$ cat src/rtl/adc_sample_scheduler.sv
// Frame-rate scheduler for the MAX10 modular ADC command/response interface.
// Each frame tick walks the enabled channels in ascending order, one command outstanding at a time.
module adc_sample_scheduler #(
    parameter int unsigned SAMPLE_DIV  = 6250,
    parameter int unsigned TIMEOUT_CYC = 1023
) (
    input  logic        clock_clk,
    input  logic        reset_sink_reset_n,
    input  logic        enable,
    input  logic [7:0]  ch_mask,
    output logic        command_valid,
    input  logic        command_ready,
    output logic [4:0]  command_channel,
    output logic        command_startofpacket,
    output logic        command_endofpacket,
    input  logic        response_valid,
    input  logic [4:0]  response_channel,
    input  logic [11:0] response_data,
    output logic        sample_valid,
    output logic [11:0] sample_data,
    output logic [4:0]  sample_channel,
    output logic        frame_done,
    output logic        busy,
    output logic [7:0]  overrun_count,
    output logic [7:0]  timeout_count
);

    localparam logic [15:0] DivLast     = 16'(SAMPLE_DIV - 1);
    localparam logic [15:0] TimeoutLast = 16'(TIMEOUT_CYC - 1);

    typedef enum logic [1:0] {StIdle, StCmd, StWaitRsp} state_e;

    state_e      r_state, w_state_nxt;
    logic [15:0] r_div_cnt;
    logic [15:0] r_wait_cnt, w_wait_nxt;
    logic [7:0]  r_act_mask, w_act_nxt;
    logic [2:0]  r_sel, w_sel_nxt;
    logic        r_sample_valid, r_frame_done;
    logic [11:0] r_sample_data;
    logic [4:0]  r_sample_channel;
    logic [7:0]  r_overrun_count, r_timeout_count;

    logic        w_tick, w_accept, w_timeout, w_last;
    logic [2:0]  w_first_req, w_lo_act, w_hi_act, w_nxt_act;

    assign w_tick = enable && (r_div_cnt == DivLast);

    always_ff @(posedge clock_clk or negedge reset_sink_reset_n) begin
        if (!reset_sink_reset_n) begin
            r_div_cnt <= '0;
        end else if (!enable || w_tick) begin
            r_div_cnt <= '0;
        end else begin
            r_div_cnt <= r_div_cnt + 16'd1;
        end
    end

    // Priority scans: lowest/highest set bit and the next set bit above the current selection.
    always_comb begin
        w_first_req = '0;
        w_lo_act    = '0;
        w_hi_act    = '0;
        w_nxt_act   = '0;
        for (int i = 7; i >= 0; i--) begin
            if (ch_mask[i])                           w_first_req = 3'(i);
            if (r_act_mask[i])                        w_lo_act    = 3'(i);
            if (r_act_mask[i] && (i > int'(r_sel)))   w_nxt_act   = 3'(i);
        end
        for (int i = 0; i < 8; i++) begin
            if (r_act_mask[i]) w_hi_act = 3'(i);
        end
    end

    assign w_last = (r_sel == w_hi_act);

    always_comb begin
        w_state_nxt = r_state;
        w_act_nxt   = r_act_mask;
        w_sel_nxt   = r_sel;
        w_wait_nxt  = r_wait_cnt;
        w_accept    = 1'b0;
        w_timeout   = 1'b0;
        unique case (r_state)
            StIdle: begin
                if (w_tick && (ch_mask != '0)) begin
                    w_act_nxt   = ch_mask;
                    w_sel_nxt   = w_first_req;
                    w_state_nxt = StCmd;
                end
            end
            StCmd: begin
                if (command_ready) begin
                    w_wait_nxt  = '0;
                    w_state_nxt = StWaitRsp;
                end
            end
            StWaitRsp: begin
                // Expiry wins over a response arriving in the same cycle.
                if (r_wait_cnt == TimeoutLast) begin
                    w_timeout   = 1'b1;
                    w_wait_nxt  = '0;
                    w_state_nxt = StIdle;
                end else if (response_valid) begin
                    w_accept    = 1'b1;
                    w_wait_nxt  = '0;
                    if (w_last) begin
                        w_state_nxt = StIdle;
                    end else begin
                        w_sel_nxt   = w_nxt_act;
                        w_state_nxt = StCmd;
                    end
                end else begin
                    w_wait_nxt = r_wait_cnt + 16'd1;
                end
            end
            default: w_state_nxt = StIdle;
        endcase
    end

    always_ff @(posedge clock_clk or negedge reset_sink_reset_n) begin
        if (!reset_sink_reset_n) begin
            r_state    <= StIdle;
            r_act_mask <= '0;
            r_sel      <= '0;
            r_wait_cnt <= '0;
        end else begin
            r_state    <= w_state_nxt;
            r_act_mask <= w_act_nxt;
            r_sel      <= w_sel_nxt;
            r_wait_cnt <= w_wait_nxt;
        end
    end

    always_ff @(posedge clock_clk or negedge reset_sink_reset_n) begin
        if (!reset_sink_reset_n) begin
            r_sample_valid   <= 1'b0;
            r_frame_done     <= 1'b0;
            r_sample_data    <= '0;
            r_sample_channel <= '0;
            r_overrun_count  <= '0;
            r_timeout_count  <= '0;
        end else begin
            r_sample_valid <= w_accept;
            r_frame_done   <= w_accept && w_last;
            if (w_accept) begin
                r_sample_data    <= response_data;
                r_sample_channel <= response_channel;
            end
            if (w_timeout && (r_timeout_count != 8'hFF)) begin
                r_timeout_count <= r_timeout_count + 8'd1;
            end
            if (w_tick && (r_state != StIdle) && (r_overrun_count != 8'hFF)) begin
                r_overrun_count <= r_overrun_count + 8'd1;
            end
        end
    end

    assign command_valid         = (r_state == StCmd);
    assign command_channel       = command_valid ? ({2'b00, r_sel} + 5'd1) : 5'd0;
    assign command_startofpacket = command_valid && (r_sel == w_lo_act);
    assign command_endofpacket   = command_valid && w_last;
    assign busy                  = (r_state != StIdle);
    assign sample_valid          = r_sample_valid;
    assign sample_data           = r_sample_data;
    assign sample_channel        = r_sample_channel;
    assign frame_done            = r_frame_done;
    assign overrun_count         = r_overrun_count;
    assign timeout_count         = r_timeout_count;

endmodule

$ cat config.mk
export PLATFORM = sky130hd
export DESIGN_NAME = adc_sample_scheduler
export DESIGN_NICKNAME = d
export VERILOG_FILES = /design/src/rtl/adc_sample_scheduler.sv
export SDC_FILE = /design/constraint.sdc
export NUM_CORES = 1
export LEC_CHECK = 0
export BUFFER_PORTS_ARGS = -buffer_cell sky130_fd_sc_hd__buf_2
export CAP_MARGIN = 20
export CORE_MARGIN = 5
export CORE_UTILIZATION = 45
export DETAILED_ROUTE_END_ITERATION = 10
export PLACE_DENSITY = 0.7
export REMOVE_ABC_BUFFERS = 1
export SLEW_MARGIN = 20
export SYNTH_ARGS = -nofsm -noshare
export SYNTH_HDL_FRONTEND = slang
export SYNTH_SLANG_ARGS = --single-unit
$ cat constraint.sdc
create_clock -name clock_clk -period 5 [get_ports clock_clk]
set_input_delay 0.5 -clock clock_clk [delete_from_list [all_inputs] [get_ports clock_clk]]
set_output_delay 0.5 -clock clock_clk [all_outputs]
set_load 0.02 [all_outputs]
---- Word level (Yosys, flattened, before mapping) ----
Index checks and enable logic that the tools add are counted.
storage, ports and cells
  word-level logic and storage cells ...... 115
  output and inout port bits .............. 44
  flip-flop bits (word level) ............. 80
  bits of input ports ..................... 30
operators by class
  $add $sub $neg .......................... 5
  reductions and logical operators ........ 26
  equality and inequality tests ........... 14
  $lt $le $gt $ge ......................... 7
  muxes and demuxes ....................... 52
operators by type and width
  kind                   count
  $mux 3                 33
  $mux 16                4
  $add 16x1->16 const B  2
  $pmux 16 s2            1
  $add 8x1->8 const B    2
  $eq 16x10->1 const B   1
  $eq 16x13->1 const B   1
  $ne 8x8->1 const B     2
  $logic_and 1x1->1      15
  $gt 3x3->1 const A     4
  $mux 2                 4
  $ne 2x2->1 const B     4
  $reduce_bool 8->1      1
  $mux 1                 7
  $eq 3x3->1             2
  $gt 2x3->1 const A     2
  $pmux 2 s3             1
  $pmux 3 s2             1
  $reduce_bool 2->1      3
  $reduce_and 5->1       1
  $add 3x1->4 const B    1
  $mux 4                 1
  $reduce_and 2->1       2
  $gt 1x3->1 const A     1
  8 further kinds        8

---- Depth between registers and ports, before layout ----
  depth after elaboration ................. 13
  mapped depth ............................ 9
  depth with buffers taken out ............ 8

---- Worst setup path before layout ----
Ideal clock, no wire load.
  path kind ............................... reg-to-output
  start point ............................. register r_act_mask[5]
  end point ............................... output command_startofpacket
  path buffers ............................ 0
  required time ........................... 4,500 ps
  setup slack ............................. 2,813 ps
  arrival time ............................ 1,687 ps
  stages on the path, launching flop included .. 6
  cells stage by stage .................... dfrtp_1 -> nor2_1 -> o21ai_0 -> a21boi_0 -> xnor2_1 -> nor4_1
on the way
  word-level cells in the longest chain between the ends .. 8
RTL lines
  what                      RTL line  RTL
  start: declaration        36        logic [7:0] r_act_mask, w_act_nxt;
  start signal: assignment  128       r_act_mask <= w_act_nxt;
  $mux 3 (6 in series)      66        if (r_act_mask[i]) w_lo_act = 3'(i);
  $eq 3x3->1                160       assign command_startofpacket = command_valid && (r_sel == w_lo_act);
  $logic_and 1x1->1         160
  end: declaration          14        output logic command_startofpacket,
No other way between the ends.

---- Worst setup path after layout ----
Ends and elaborated chain as after synthesis.

==> flow_summary_export.csv <==
group,metric,value,unit
status,outcome,"complete, no violations",
global_routing,grt_pass1_wl,15100,um
sta,post-route-min-period,2.46,ns
clocking,cts-htree-levels,3,
routing,drt_iter0_markers,134,
final_layout,area_delta_synth_final,15.8,%
floorplanning,die_area,11200,um2
synth,ys_top_cells_by_area,"dfrtp_1, xnor2_1, nor2_1",
final_layout,regArea,2000,um2
floorplanning,num_rows,35,
synth,synth_top_flop_cell,"dfrtp_1",
clocking,clock_sink_count,80,
worst_setup_path,rr_startpoint,"r_wait_cnt[0]",
clocking,root_buffer,"clkbuf_8",
job,drv_cap,0,
global_routing,grt_overflow,0,
routing,drc,0,
clocking,clk_latency,0.35,ns
final_layout,instances_no_fill,592,
synth,synth-compound-area-share,7.19,%
worst_setup_path,path_buf_inv,1,
clocking,cts_setup_buffers,0,
synth,syn_area_per_cell,10.3,um2
synth,synthMuxAreaShare,8.85,%
clocking,cts_resized,0,
worst_setup_path,endpoint_kind,"output port",
worst_setup_path,critical_path_class,"flip-flop to output port",
place,place_congestion,0.802,
place,numPlacedInstances,576,
synth,syn_inst,403,
synth,ys_warn_count,0,
synth,synth-async-reset-ratio,100,%
synth,synth_top_cell_area_share,48.4,%
global_routing,grtUsageMet3,3.70,%
clocking,cts_tree,"done",
sta,setup_tns,0,ns
place,portBuffers,72,
clocking,numCtsBuffers,9,
synth,synthTopCellsByCount,"dfrtp_1, nor2_1, nand2_1, xnor2_1, nand3_1",
synth,synth_top_family_by_area,"simple AND/OR/NAND/NOR gates",
clocking,cts_hold_buf,0,
worst_setup_path,worstPathCellList,"nor2_1, o21ai_0, a21boi_0, xnor2_1, nor4_1, buf_2",
worst_setup_path,cp_top_family,"simple AND/OR/NAND/NOR gates",
sta,maxSlewHeadroom,52.4,%
global_routing,antenna_found_initial,0,
synth,yosysTopAreaCell,"dfrtp_1",
clocking,cts_buffer_depth,2,
global_routing,grt_start_max_net_pins,81,
worst_setup_path,crit_arrival,1.96,ns
global_routing,busiest_layer,"met2",
sta,drv_slew,0,
routing,dr.pass1.iters,4,
floorplanning,fp.dieH,106,um
synth,ys_ff_latch,80,
floorplanning,initial_utilization,45.5,%
floorplanning,coreArea,9110,um2
synth,ys_seq_area_share,48.4,%
final_layout,drive_above_1_share,24.3,%
global_routing,grt_usage,16.3,%
final_layout,antenna_cells,0,
worst_setup_path,r2r-end,"r_sel[0]",
synth,synth-simple-area-share,20.3,%
place,hpwl,6330,um
worst_setup_path,r2r_setup_slack,2.86,ns
worst_setup_path,max_stage_delay,0.46,ns
routing,vias,3125,
routing,routed_wl,8600,um
global_routing,grt_pass1_vias,3213,
worst_setup_path,cp.required,4.50,ns
sta,max_freq,0.406,GHz
sta,tightest_slew,0.714,ns
routing,wire_per_inst,14.5,um
synth,synth-edff-count,0,
synth,synth_most_common_cell,"dfrtp_1",
final_layout,nNetsFinal,516,
sta,period_share,49.2,%
floorplanning,chipWidth,106,um
synth,ys_types,56,
sta,hold_viol,0,
sta,grt_setup_unrepaired,"false",
clocking,clkSlewWorstSetupHoldPaths,0.09,ns
min_path,hold_path.class,"primary input to asynchronous set/reset pin",
worst_setup_path,start_kind,"flip-flop",
synth,synthXorXnorAreaFrac,9.10,%
worst_setup_path,slowest_stage,"dfrtp_1",
synth,syn_area,4140,um2
routing,ant_nets,0,
worst_setup_path,r2r_cells,8,
synth,synthAdderAreaFrac,3.02,%
sta,fin_worst_skew,0.0158,ns
global_routing,globalRouteMet2Util,27.2,%
sta,finalSetupViolCount,0,
global_routing,met1_usage,21.6,%
final_layout,multi_input_area,2010,um2
final_layout,num-fill-cells,845,
power_and_ir_drop,p_leak,0.00233,uW
routing,avgViaCountPerCell,5.28,
floorplanning,io_pins,74,
power_and_ir_drop,power_density,399,nW/um2
power_and_ir_drop,peakVddDrop,0.254,mV
worst_setup_path,worst-path-max-fanout,6,
-- cell type report --
type                            instances  share of cell area (%)
Clock buffer                           10                    2.87
Clock inverter                          6                    1.43
Inverter                               19                    1.49
Multi-Input combinational cell        294                    41.9
Sequential cell                        80                    41.7
Tap cell                              111                    2.90
Timing Repair Buffer                   72                    7.64
-- state kept, by name (all words and copies together) (netlist names) --
name and flops:
r_div_cnt 16, r_wait_cnt 16, sample_data 12, overrun_count 8, r_act_mask 8, timeout_count 8, sample_channel 5, r_sel 3
r_state 2, frame_done 1, sample_valid 1
-- how the worst max path moves through the flow --
stage | slack, ns | cells after the start | startpoint | to
after floorplan | 2.81 | 5 | r_act_mask[5] | command_startofpacket
after global placement | 2.92 | 8 | r_wait_cnt[0] | r_sel[2]
after detailed placement | 2.88 | 8 | r_wait_cnt[0] | r_sel[0]
after CTS | 2.51 | 6 | r_act_mask[5] | command_startofpacket
after global routing | 2.24 | 6 | r_act_mask[5] | command_startofpacket
final | 2.54 | 6 | r_act_mask[5] | command_startofpacket
-- placed cells by master, fill, tap and decap left out, types with 17 or more instances in the layout --
cell type	instances
nand4_1	17
inv_1	18
nand3_1	20
xor2_1	19
xnor2_1	24
nor2_1	49
o21ai_0	19
dfrtp_1	80
nand2_1	28
buf_2	71
-- worst register-to-register path: stages (launching register included) --
cell and delay, ns:
dfrtp_1 0.43, inv_1 0.07, ha_1 0.20, nor4b_2 0.16, nand4_1 0.12, nand3_1 0.14, inv_2 0.35, o2bb2ai_2 0.21
mux2_1 0.34
-- report_power, final --
| part | internal [uW] | switching (uW) | leakage [uW] |
|---|---|---|---|
| Sequential | 748 | 93.4 | 0.00107 |
| Combinational | 225 | 363 | 0.00116 |
| Clock | 246 | 239 | 0.000102 |
| Total | 1220 | 695 | 0.00233 |
-- per-layer routing --
metal | vias to the layer above | wire length (um) | share of wire [%]
met4 | 0 | 67 | 0.78
met3 | 7 | 363 | 4.2
met5 | - | 0 | 0
met1 | 1515 | 3920 | 46
met2 | 67 | 4250 | 49
li1 | 1536 | - | -
-- per-stage QoR --
step / worst slack (ns) / hold WS (ns) / instance area, um2 / total power (uW) / util, %
after floorplan: 2.81 / 0.204 / 4080 / 1230 / -
after global placement: 2.92 / 0.463 / 4590 / 1430 / 50.3
after detailed placement: 2.88 / 0.478 / 4590 / 1440 / 50.3
after CTS: 2.51 / 0.342 / 4790 / 1940 / 52.6
after global routing: 2.24 / 0.241 / 4800 / 2050 / 52.7
final: 2.54 / 0.183 / 4800 / 1910 / 52.7
-- logic make-up after synthesis --
| group | after synthesis |
|---|---|
| AO/OA/AOI/OAI | 47 |
| buffers and inverters | 29 |
| other | 1 |
| flip-flops | 80 |
| multiplexers | 30 |
| AND/OR/NAND/NOR | 163 |
| adder cells (fa/ha/maj) | 10 |
| XOR/XNOR | 43 |
(Power assumes the default switching activity.)
